File: src/rtl/decoder_pkg.sv
// -----------------------------------------------------------------------------
// decoder_pkg
//   Shared types and constants for the decoder/UART blocks.
//   - word                    : 32-bit machine word (prescaler, counters)
//   - UART_OVERSAMPLE_DEFAULT : sample ticks per bit, shared by uart and uart_rx
//   - uart_rx_state_t         : receiver FSM states
//   - maj3                    : 2-of-3 majority vote used by the receiver
// -----------------------------------------------------------------------------
package decoder_pkg;

    typedef logic [31:0] word;

    localparam int UART_OVERSAMPLE_DEFAULT = 16;

    typedef enum logic [2:0] {
        RX_IDLE,
        RX_START,
        RX_DATA,
        RX_STOP,
        RX_WAIT_IDLE
    } uart_rx_state_t;

    function automatic logic maj3(input logic a, input logic b, input logic c);
        return (a & b) | (a & c) | (b & c);
    endfunction

endpackage

File: src/rtl/uart_baud_tick.sv
// -----------------------------------------------------------------------------
// uart_baud_tick
//   Prescaled tick generator. While clear is high the counter is held at zero
//   and the prescaler word is captured, so the divide ratio is frozen the
//   moment clear drops. While enabled, tick is high for one clock every
//   prescaler+1 clocks (every clock when prescaler is 0).
//
// Ports:
//   clk_i      in   system clock
//   reset_i    in   synchronous active-low reset
//   clear      in   hold counter at 0 and reload the prescaler
//   enable     in   let the counter run
//   prescaler  in   divide ratio minus one
//   tick       out  one-clock tick (combinational from registered state)
// -----------------------------------------------------------------------------
module uart_baud_tick
    import decoder_pkg::*;
(
    input  logic clk_i,
    input  logic reset_i,
    input  logic clear,
    input  logic enable,
    input  word  prescaler,
    output logic tick
);

    word count_q;
    word prescaler_q;

    always_ff @(posedge clk_i) begin
        if (!reset_i) begin
            count_q     <= '0;
            prescaler_q <= '0;
        end else if (clear) begin
            count_q     <= '0;
            prescaler_q <= prescaler;
        end else if (enable) begin
            if (count_q == prescaler_q) begin
                count_q <= '0;
            end else begin
                count_q <= count_q + 32'd1;
            end
        end
    end

    assign tick = enable && !clear && (count_q == prescaler_q);

endmodule

File: src/rtl/uart_rx.sv
// -----------------------------------------------------------------------------
// uart_rx
//   8N1 UART receiver, the receive side of the uart transmitter. Shares the
//   transmitter's prescaler word: one sample tick every prescaler+1 clocks,
//   OVERSAMPLE ticks per bit. Each good frame produces a one-clock valid_o
//   strobe with the byte on data_o, suitable as a fifo write strobe. There is
//   no backpressure.
//
//   Optional build macro: UART_RX_MAJORITY_EN
//     defined   : every sample (start, data, stop) is the 2-of-3 majority of
//                 rx_s at ticks OVERSAMPLE/2-1, OVERSAMPLE/2, OVERSAMPLE/2+1
//                 (one extra tick of latency)
//     undefined : single sample at tick OVERSAMPLE/2
//
// Parameters:
//   OVERSAMPLE  sample ticks per bit (even, >= 4)
//   DATA_BITS   data bits per frame, LSB first
//
// Ports:
//   clk_i        in   system clock
//   reset_i      in   synchronous active-low reset
//   prescaler    in   tick every prescaler+1 clocks (latched at frame start)
//   rx           in   serial line, idle high, asynchronous
//   data_o       out  last good byte, held until the next good frame
//   valid_o      out  one-clock pulse per good frame
//   frame_err_o  out  one-clock pulse when the stop bit samples 0
//   busy_o       out  high whenever the FSM is not idle
// -----------------------------------------------------------------------------
module uart_rx
    import decoder_pkg::*;
#(
    parameter int OVERSAMPLE = UART_OVERSAMPLE_DEFAULT,
    parameter int DATA_BITS  = 8
) (
    input  logic                 clk_i,
    input  logic                 reset_i,
    input  word                  prescaler,
    input  logic                 rx,
    output logic [DATA_BITS-1:0] data_o,
    output logic                 valid_o,
    output logic                 frame_err_o,
    output logic                 busy_o
);

    localparam int CNT_W = $clog2(OVERSAMPLE);
    localparam int BIT_W = (DATA_BITS > 1) ? $clog2(DATA_BITS) : 1;

`ifdef UART_RX_MAJORITY_EN
    localparam int MAJ_DELAY = 1;
`else
    localparam int MAJ_DELAY = 0;
`endif

    // Tick index (counted from 0) at which each bit is decided. The start
    // bit is decided mid-bit; every later bit exactly one bit period on.
    localparam logic [CNT_W-1:0] START_LAST = CNT_W'(OVERSAMPLE / 2 - 1 + MAJ_DELAY);
    localparam logic [CNT_W-1:0] BIT_LAST   = CNT_W'(OVERSAMPLE - 1);
    localparam logic [BIT_W-1:0] LAST_BIT   = BIT_W'(DATA_BITS - 1);

    uart_rx_state_t         state_q;
    logic [CNT_W-1:0]       cnt_q;
    logic [BIT_W-1:0]       bit_q;
    logic [DATA_BITS-1:0]   shift_q;
    logic [1:0]             sync_q;
    logic                   rx_s;
    logic                   tick;
    logic                   sample_bit;

    // Two-flop synchroniser; resets to the idle (high) line level.
    always_ff @(posedge clk_i) begin
        if (!reset_i) begin
            sync_q <= 2'b11;
        end else begin
            sync_q <= {sync_q[0], rx};
        end
    end

    assign rx_s = sync_q[1];

    // Counter is held clear in IDLE, which also keeps reloading the
    // prescaler; the value present on the IDLE->START edge is the one used.
    uart_baud_tick u_tick (
        .clk_i     (clk_i),
        .reset_i   (reset_i),
        .clear     (state_q == RX_IDLE),
        .enable    (state_q != RX_IDLE),
        .prescaler (prescaler),
        .tick      (tick)
    );

`ifdef UART_RX_MAJORITY_EN
    logic             m0_q;
    logic             m1_q;
    logic [CNT_W-1:0] decide_pt;

    assign decide_pt = (state_q == RX_START) ? START_LAST : BIT_LAST;

    // Capture the two ticks before the decision tick; the third vote is the
    // live rx_s on the decision tick itself.
    always_ff @(posedge clk_i) begin
        if (!reset_i) begin
            m0_q <= 1'b1;
            m1_q <= 1'b1;
        end else if (tick) begin
            if (cnt_q == decide_pt - CNT_W'(2)) begin
                m0_q <= rx_s;
            end
            if (cnt_q == decide_pt - CNT_W'(1)) begin
                m1_q <= rx_s;
            end
        end
    end

    assign sample_bit = maj3(m0_q, m1_q, rx_s);
`else
    assign sample_bit = rx_s;
`endif

    // Receiver FSM with registered outputs. cnt_q counts ticks within the
    // current bit; at tick k it holds k-1.
    always_ff @(posedge clk_i) begin
        if (!reset_i) begin
            state_q     <= RX_IDLE;
            cnt_q       <= '0;
            bit_q       <= '0;
            shift_q     <= '0;
            data_o      <= '0;
            valid_o     <= 1'b0;
            frame_err_o <= 1'b0;
            busy_o      <= 1'b0;
        end else begin
            valid_o     <= 1'b0;
            frame_err_o <= 1'b0;

            case (state_q)
                RX_IDLE: begin
                    cnt_q <= '0;
                    bit_q <= '0;
                    if (!rx_s) begin
                        state_q <= RX_START;
                        busy_o  <= 1'b1;
                    end
                end

                RX_START: begin
                    if (tick) begin
                        if (cnt_q == START_LAST) begin
                            cnt_q <= '0;
                            if (!sample_bit) begin
                                state_q <= RX_DATA;
                            end else begin
                                // Line was high again mid start bit: glitch.
                                state_q <= RX_IDLE;
                                busy_o  <= 1'b0;
                            end
                        end else begin
                            cnt_q <= cnt_q + CNT_W'(1);
                        end
                    end
                end

                RX_DATA: begin
                    if (tick) begin
                        if (cnt_q == BIT_LAST) begin
                            cnt_q   <= '0;
                            shift_q <= {sample_bit, shift_q[DATA_BITS-1:1]};
                            if (bit_q == LAST_BIT) begin
                                state_q <= RX_STOP;
                            end else begin
                                bit_q <= bit_q + BIT_W'(1);
                            end
                        end else begin
                            cnt_q <= cnt_q + CNT_W'(1);
                        end
                    end
                end

                RX_STOP: begin
                    if (tick) begin
                        if (cnt_q == BIT_LAST) begin
                            cnt_q <= '0;
                            if (sample_bit) begin
                                data_o  <= shift_q;
                                valid_o <= 1'b1;
                                state_q <= RX_IDLE;
                                busy_o  <= 1'b0;
                            end else begin
                                frame_err_o <= 1'b1;
                                state_q     <= RX_WAIT_IDLE;
                            end
                        end else begin
                            cnt_q <= cnt_q + CNT_W'(1);
                        end
                    end
                end

                RX_WAIT_IDLE: begin
                    // Break or stuck-low line: wait for the line to recover
                    // so the low level is not taken as a new start bit.
                    if (rx_s) begin
                        state_q <= RX_IDLE;
                        busy_o  <= 1'b0;
                    end
                end

                default: begin
                    state_q <= RX_IDLE;
                    busy_o  <= 1'b0;
                end
            endcase
        end
    end

endmodule

File: config.mk
export PLATFORM = sky130hd
export DESIGN_NAME = uart_rx
export DESIGN_NICKNAME = d
export VERILOG_FILES = /design/src/rtl/decoder_pkg.sv /design/src/rtl/uart_baud_tick.sv /design/src/rtl/uart_rx.sv
export SDC_FILE = /design/constraint.sdc
export NUM_CORES = 1
export LEC_CHECK = 0
export ABC_AREA = 0
export CAP_MARGIN = 20
export CORE_MARGIN = 4
export CORE_UTILIZATION = 60
export DETAILED_ROUTE_END_ITERATION = 8
export PLACE_DENSITY = 0.83
export SLEW_MARGIN = 30
export SYNTH_ARGS = -nofsm -noshare
export SYNTH_HDL_FRONTEND = slang
export SYNTH_SLANG_ARGS = --single-unit
File: constraint.sdc
create_clock -name clk_i -period 3.2 [get_ports clk_i]
set_input_delay 0.48 -clock clk_i [delete_from_list [all_inputs] [get_ports clk_i]]
set_output_delay 0.48 -clock clk_i [all_outputs]
set_load 0.02 [all_outputs]
# Yosys cells after proc, flatten, opt, wreduce, memory -nomap -nowiden

Index checks and enable logic that the tools add are counted.

Reduce and logical (&&, ||, !) cells: 16
Eq/ne operators: 19
Add/subtract/negate cells: 3
Bitwise operators: 2
Multiplexer cells: 31

Operator list:

| kind                                                             | count |
|---|---|
| 3-bit two-way mux                                                | 13 |
| 32-bit by 1-bit adder with 32-bit output (second input constant) | 1 |
| 32-bit == test                                                   | 1 |
| 32-bit two-way mux                                               | 1 |
| 2-bit != test (second input constant)                            | 10 |
| 4-bit two-way mux                                                | 4 |
| 3-bit case mux with 5 select lines                               | 1 |
| 4-bit case mux with 3 select lines                               | 1 |
| 4-bit AND reduction                                              | 3 |
| 9-bit AND reduction                                              | 1 |
| 1-bit two-way mux                                                | 8 |
| 3-bit by 2-bit == test with 1-bit output (second input constant) | 2 |
| 3-bit == test (second input constant)                            | 2 |
| 3-bit case mux with 2 select lines                               | 1 |
| 3-bit AND reduction                                              | 2 |
| 6-bit AND reduction                                              | 1 |
| 3-bit nonzero test                                               | 2 |
| 1-bit case mux with 5 select lines                               | 1 |
| 4-bit by 1-bit adder with 4-bit output (second input constant)   | 1 |
| 4-bit by 3-bit == test with 1-bit output (second input constant) | 1 |
| 4-bit == test (second input constant)                            | 1 |
| 2-bit OR reduction                                               | 2 |
| 3-bit by 1-bit adder with 3-bit output (second input constant)   | 1 |
| 3-bit by 1-bit == test with 1-bit output (second input constant) | 1 |
| 7 further kinds                                                  | 9 |

Register bits: 95
Output and inout bits: 11
Bits of input ports: 35
Logic and storage cells: 82

# Logic depth before layout (Yosys ltp)

Gate-level depths: netlist (run 1).

Depth in word-level cells: 6
Mapped depth: 8
Gate-level depth less buffers: 6

# Modules after synthesis

Synthesis (run 1) repeated with hierarchy kept, for this count alone.

Cells, all modules: 468
Area total of the unflattened synthesis: 4478.0 µm²

Modules (own cells, without submodules):

| module         | area each (µm²) | sequential area each (µm²) | cells an instance | instances |
|---|---|---|---|---|
| uart_baud_tick | 3046.7          | 1281.2                     | 308               | 1 |
| uart_rx        | 1431.4          | 620.6                      | 160               | 1 |

# Worst setup path before layout (run 1)

No wires, ideal clock.

Path kind: register to register
From: register u_tick.count_q[25]
To: register state_q[0]
Slack: 1316 ps
Path buffers: 0
Stages on the path, launching flop included: 7
Period minus slack after synthesis: 1884 ps
Arrival time: 1799 ps
Data required time: 3114 ps
Setup time: 86 ps
Cell sequence: dfxtp_1 xnor2_1 nand4_1 nor4_4 nand4_1 o21a_1 a211oi_1

Longest elaborated chain between the ends: 4
Elaborated cells between the ends (all ways): 6
Classes of those cells: eq/ne (4); reduce/logical (2)

Ends and longest elaborated chain:

| what                            | line                 | text |
|---|---|---|
| start: declaration              | uart_baud_tick.sv:27 | `word count_q;` |
| start signal: assignment        | uart_baud_tick.sv:41 | `count_q <= count_q + 32'd1;` |
| 32-bit == test *                | uart_baud_tick.sv:46 | `assign tick = enable && !clear && (count_q == prescaler_q);` |
| 1-bit logical AND *             | uart_baud_tick.sv:46 |  |
| 2-bit != test (no line)         | --                   |  |
| 9-bit AND reduction (no line) * | --                   |  |
| end signal: assignment          | uart_rx.sv:123       | `state_q <= RX_IDLE;` |
| end signal: assignment          | uart_rx.sv:140       | `state_q <= RX_START;` |
| end signal: assignment          | uart_rx.sv:150       | `state_q <= RX_DATA;` |
| end: declaration                | uart_rx.sv:60        | `uart_rx_state_t state_q;` |

Every way passes the cells marked *; elsewhere a longest branch is shown, timed or not.
A chain may end at the register's enable or synchronous reset.

# Final worst setup path (run 1)

From: register u_tick.count_q[9]
To: register bit_q[0]

Longest elaborated chain between the ends: 4

Ends and longest elaborated chain:

| what                          | line                 | text |
|---|---|---|
| 32-bit == test                | uart_baud_tick.sv:46 |  |
| 1-bit logical AND             | uart_baud_tick.sv:46 |  |
| 2-bit != test (no line)       | --                   |  |
| 4-bit AND reduction (no line) | --                   |  |
| end signal: assignment        | uart_rx.sv:170       | `bit_q <= bit_q + BIT_W'(1);` |
| end: declaration              | uart_rx.sv:62        | `logic [BIT_W-1:0] bit_q;` |

Every way passes these cells.

==> results of run 1 <==
## cells by family after synthesis
group                      after synthesis  synth area share (%)
and+or+nand+nor                        220                  24.7
adders and majority gates                4                  1.19
buffers and inverters                   37                  3.71
muxes                                   16                  3.80
xor gates and xnor gates                63                  13.3
DFF                                     95                  45.2
AOI/OAI and AO/OA                       62                  8.14
## cell usage after synthesis (7+ instances only)
cell type	n
nand2_1	79
nor3_1	11
nor2_1	61
inv_1	12
buf_2	7
xor2_1	11
a21oi_1	41
clkbuf_1	16
o21ai_0	9
xnor2_1	51
nand4_1	16
and3_1	7
dfxtp_1	95
mux2i_1	16
nand3_1	19
## final cells by class
| class | instances | area (sq um) | area share [%] |
|---|---|---|---|
| Clock buffer | 9 | 124 | 2.50 |
| Clock inverter | 7 | 103 | 2.07 |
| Inverter | 12 | 45.0 | 0.908 |
| Multi-Input combinational cell | 365 | 2160 | 43.5 |
| Sequential cell | 95 | 1900 | 38.3 |
| Tap cell | 96 | 120 | 2.42 |
| Timing Repair Buffer | 53 | 510 | 10.3 |
## state kept, by name (all words and copies together), names as in the netlist
register            cells
u_tick.count_q         32
u_tick.prescaler_q     32
sync_q                  2
cnt_q                   4
state_q                 3
data_o                  8
shift_q                 8
valid_o                 1
frame_err_o             1
busy_o                  1
bit_q                   3
## layer usage
layer  vias up  share of wire [%]
met1      1605                 43
li1       1745                  -
met4         0                2.9
met3        19                4.4
met5         -                  0
met2        77                 49
## per-stage QoR
step                      utilization (%)  power (mW)  hold slack, ps  instances
final                                73.0        2.29             420        637
after global routing                 73.0        2.38             447        637
after CTS                            73.0        2.31             426        637
after detailed placement             69.7        1.43             401        621
after global placement               69.7        1.43             395        621
after floorplan                         -        1.36             386        497
## worst max-delay path, cell delays in order (launching register included)
cell and delay (ps):
dfxtp_1 470, xnor2_1 170, nand4_1 240, nor4_4 650, nand4_1 170, buf_4 230
or4_1 400, nand2_1 60
## final timing paths
check,slack (ps),end,cells past startpoint
worst max-delay path,770,bit_q[0],7
worst min-delay path,420,sync_q[1],1
worst max register to register,770,bit_q[0],7
worst min register to register,420,sync_q[1],1
## power by group through the flow
| stage | Clock, mW | Sequential [mW] | Combinational (mW) |
|---|---|---|---|
| CTS | 0.905 | 1.24 | 0.169 |
| finish | 0.886 | 1.24 | 0.168 |
| global placement | 0 | 1.26 | 0.165 |
| floorplan | 0 | 1.26 | 0.100 |
| detailed placement | 0 | 1.26 | 0.168 |
| global route | 0.954 | 1.24 | 0.185 |
==> impl_results.md, run 1 <==
- Startpoint types: flip-flop
- Initial Util: roughly three fifths
- Library cells used by synthesis: 38
- I/O Buffers: 45
- Core area: 6790 sq um
- Yosys reg bits: 95
- Most frequent cells in the layout: dfxtp_1, nand2_1, nor2_1, xnor2_1, clkdlybuf4s50_1
- Gpl congestion: 0.934
- Drt wl/cell: between 10 and 15 um
- Number of DRC markers in iteration 0: 180
- Die X: slightly above 90 um
- Nets@finish: 575
- I/O pins: between 40 and 50
- Synth Instances: approximately 500
- Crit path DAT: around 2800 ps
- Fillers: between 500 and 600
- Gr busiest metal: met2
- Hpwl dp: about 6.5 mm
- PnR worst setup slack: about 770 ps
- Sw Share: 23.8%
- GRT Util Overall: between 20% and 30%
- Max-slew headroom: slightly below 60%
- Root buf cell: clkbuf_8
- Setup violators final: 0
- Setup TNS: 0 ps
- Psw: around 0.55 mW
- Max Cap Viol: 0
- Number of synthesized flops with an enable pin: 0
- Met1 Track Usage GR: 26.8%
- Row count: 30
- DRT Wirelength: about 9.1 mm
- Vias per Instance: 5.41
- Pre-antenna DRT Iters: 4
- Initial antenna violation count: 0
- Largest net degree at the start of global routing: 37
- DRT antenna net count: 0
- # clock sinks: between 90 and 100
- Final Max Slew Viols: 0
- Worst skew pair latency: 370 ps
- Sequential group share of total power: between 50% and 60%
- Synth Net Count: ~540
- Vias in the first global route: 3366
- Reg2Reg Launch Point: u_tick.count_q[9]
- Sequential area share after synthesis: around 45%
- Hold buffers post-CTS: 0
- Critical path required time: 3520 ps
- Clk buf depth: 2
- Area contributors post-synth: dfxtp_1, xnor2_1, nand2_1
- Met2 Use GR: 38.5%
- Hold Path Class: reg2reg
- Fmax: ~410 MHz
- Clock Power Share: around 39%
- Leak: ~1.8 nW
- Grt ovf: 0
- Synth Area per Inst: about 8.5 sq um
- Commonest non-fill, non-tap cell in the layout: dfxtp_1
- CP Launch Point: u_tick.count_q[9]
- Layout cells sized above 1: 5.73%
- Status: complete, no violations
- Peak supply drop: between 0.0003 and 0.0004 V
- Area of all placed cells without fillers: 4960 sq um
- Power per cell area: 462 nW/um^2
- Die area: 8420 sq um
- Combinational share of power: under 10%
- RSZ-0062 raised after global routing: no
- Vert. Die Dim: 91.8 um
- Hold path startpoint: sync_q[0]
- Yosys top cell area share: between 40% and 50%
- Top_reg_cell synth: dfxtp_1
- Tcrit/Tclk final: roughly three quarters
- Clock transition at path regs: approximately 100 ps
- Async S/R FF share, synth: 0%
- Endpoints failing hold: 0
- Min Clock Period, post-route: about 2400 ps
- Postcts setup bufs: 0
- Post-CTS Resized: 0
- Setup slack after placement: between 800 and 900 ps
- CTS tree: yes
- Post-synthesis cell area: 4210 sq um
- CTS Buf Count: 9
- Crit end category: flip-flop
- Crit Path Category: reg2reg
- Placed Area: 4740 sq um
- Internal power: between 1.5 and 2 mW
- Via count: 3446
- Area grow syn2layout: 17.8%
- Met3 Track Usage GR: 6.81%
- # DRC: 0
- Antenna Cells: 0
- Post-synth top area cell: dfxtp_1
- Tightest Pin Transition: a little over 600 ps
- First-pass GRT wire length: about 15 mm
- # H-tree levels: 3
- Crit-path max FO: 11
- Clock Skew: 12.1 ps
- Yosys warns: 0
No activity file was read; power rests on OpenSTA's default activity.
==> run 2: changes to the inputs <==
--- a/config.mk
+++ b/config.mk
@@ -8,9 +8,9 @@
 export ABC_AREA = 0
 export CAP_MARGIN = 20
 export CORE_MARGIN = 4
-export CORE_UTILIZATION = 60
+export CORE_UTILIZATION = 56
 export DETAILED_ROUTE_END_ITERATION = 8
-export PLACE_DENSITY = 0.83
+export PLACE_DENSITY = 0.78
 export SLEW_MARGIN = 30
 export SYNTH_ARGS = -nofsm -noshare
 export SYNTH_HDL_FRONTEND = slang
==> constraint.sdc (replaced) <==
create_clock -name clk_i -period 2.27 [get_ports clk_i]
set_input_delay 0.3405 -clock clk_i [delete_from_list [all_inputs] [get_ports clk_i]]
set_output_delay 0.3405 -clock clk_i [all_outputs]
set_load 0.02 [all_outputs]
==> impl_results.md, run 2 (same netlist as run 1, synthesis figures left out) <==
- Status: complete, no violations
- WHS Path Cells: 1 (unchanged)
- Power Total: 3.05 mW (+33%)
- Hold path startpoint: sync_q[0]
- Clk buf depth: 2 (unchanged)
- Hold Path Class: reg2reg
- First-pass GRT wire length: 15.4 mm (+0.27%)
- I/O pins: 46 (unchanged)
- Fmax: 481 MHz (+17%)
- RSZ-0062 raised after global routing: no
- Tightest Pin Transition: 446 ps (-159 ps)
- Hold buffers post-CTS: 0 (unchanged)
- Most frequent cells in the layout: dfxtp_1, nand2_1, nor2_1, xnor2_1, clkdlybuf4s50_1
- Vias per Instance: 5.33 (-1.4%)
- Pre-antenna DRT Iters: 5 (+1)
- Worst path max stage delay: 480 ps (-170 ps)
- DRT Wirelength: 9.22 mm (+1.3%)
- # H-tree levels: 3 (unchanged)
- Setup TNS: 0 ps (unchanged)
- Reg2Reg Launch Point: u_tick.count_q[14]
- Hpwl dp: 6.67 mm (+2.6%)
- Min Clock Period, post-route: 2080 ps (-352 ps)
- I/O Buffers: 45 (unchanged)
- GRT Util Overall: 22.0% (-0.77 points)
- CTS Buf Count: 9 (unchanged)
- Area grow syn2layout: 18.9%
- Critical path required time: 2530 ps (-990 ps)
- Post-CTS Resized: 0 (unchanged)
- Register-to-register path setup slack: 190 ps (-580 ps)
- # DRC: 0 (unchanged)
- Number of DRC markers in iteration 0: 130 (-28%)
- Endpoints failing hold: 0 (unchanged)
- Root buf cell: clkbuf_8
- Clock Skew: 11.2 ps (-0.907 ps)
- CTS tree: yes
- Slowest stage cell, crit path: dfxtp_1
- Initial antenna violation count: 0 (unchanged)
- Max-slew headroom: 70.2% (+11 points)
- Setup violators final: 0 (unchanged)
- Hold endpoint: sync_q[1]
- # clock sinks: 95 (unchanged)
- Crit Path Category: reg2reg
- Crit path DAT: 2340 ps (-410 ps)
- Antenna Cells: 0 (unchanged)
- Crit-path max FO: 8 (-3)
- Peak supply drop: 0.000494 V (+61%)
- Worst-path cell chain: nand4_1 > nor4_2 > nand3_1 > nor4_1 > xnor2_1 > nor2_1
- Clock transition at path regs: 100 ps (about the same)
- Via count: 3461 (+0.44%)
- Power per cell area: 608 nW/um^2 (+32%)
- Commonest non-fill, non-tap cell in the layout: dfxtp_1
- DRT antenna net count: 0 (unchanged)
- Vert. Die Dim: 94.7 um (+3.2%)
- Max Cap Viol: 0 (unchanged)
- Die X: 94.7 um (+3.2%)
- R2R cell count: 6 (-1)
- Postcts setup bufs: 0 (unchanged)
- Nets@finish: 584 (+1.6%)
- Layout cells sized above 1: 7.27% (+1.5 points)
- Worst skew pair latency: 370 ps (about the same)
- Reg2reg end: u_tick.count_q[31]
- Tcrit/Tclk final: 91.6% (+16 points)
- Die area: 8970 sq um (+6.5%)
- Leak: 1.84 nW (+1.9%)
- Vias in the first global route: 3390 (+0.71%)
- Largest regs: u_tick.count_q (32), u_tick.prescaler_q (32)
- Crit end category: flip-flop
- Initial Util: 57.8% (-4.2 points)
- Drt wl/cell: 14.2 um (-0.59%)
- Gpl congestion: 0.887 (-5.1%)
- Startpoint types: flip-flop
- Row count: 31 (+3.3%)
- Grt ovf: 0 (unchanged)
- Final Max Slew Viols: 0 (unchanged)
- Core area: 7290 sq um (+7.3%)
- Largest net degree at the start of global routing: 37 (unchanged)
-- run 2: changes by cell type in the layout (fill, tap and decap cells not counted), sizes merged --
cell	change
clkinvlp	+1
clkinv	+1
buf	+9
bufinv	-2
-- run 2: per-layer routing --
layer	vias up	part of all wire (%)	track usage, %
li1	1759	-	-
met1	1593	45	27.2
met2	92	49	37.3
met3	17	4.7	5.42
met4	0	1.9	7.33
met5	-	0	0
-- run 2: stage by stage --
step	util [%]	setup WS (ps)	hold slack [ps]	cell area, sq um	std cells
2_1_floorplan	-	386	386	4210	497
3_3_place_gp	66.1	308	389	4820	633
3_5_place_dp	66.1	237	395	4820	633
4_1_cts	68.7	217	419	5010	649
5_1_grt	68.7	9.50	452	5010	649
6_report	68.7	190	416	5010	649
-- run 2: how the worst max path moves through the flow --
stage | startpoint | end | slack (ps) | cells past startpoint
after CTS | u_tick.count_q[14] | u_tick.count_q[31] | 220 | 6
after global placement | u_tick.count_q[18] | state_q[0] | 310 | 7
after floorplan | u_tick.count_q[25] | state_q[0] | 390 | 6
after detailed placement | u_tick.count_q[14] | u_tick.count_q[31] | 240 | 6
final | u_tick.count_q[14] | u_tick.count_q[31] | 190 | 6
after global routing | u_tick.count_q[14] | u_tick.count_q[31] | 10 | 6
-- run 2: cell type report --
type	count	area (sq um)
Multi-Input combinational cell	365	2160
Tap cell	99	124
Clock buffer	9	124
Timing Repair Buffer	62	591
Clock inverter	7	63.8
Fill cell	620	2280
Sequential cell	95	1900
Inverter	12	45.0
-- run 2: power by group --
part / total [mW] / internal (mW) / switching [mW]
clock network: 1.06 / 0.421 / 0.638
logic: 0.243 / 0.123 / 0.120
registers: 1.74 / 1.71 / 0.0359
-- run 2: critical path, delay by kind of cell (launching register included) --
family / cells / cell delay (ps)
xor gates and xnor gates: 1 / 170
and+or+nand+nor: 5 / 1340
DFF: 1 / 480
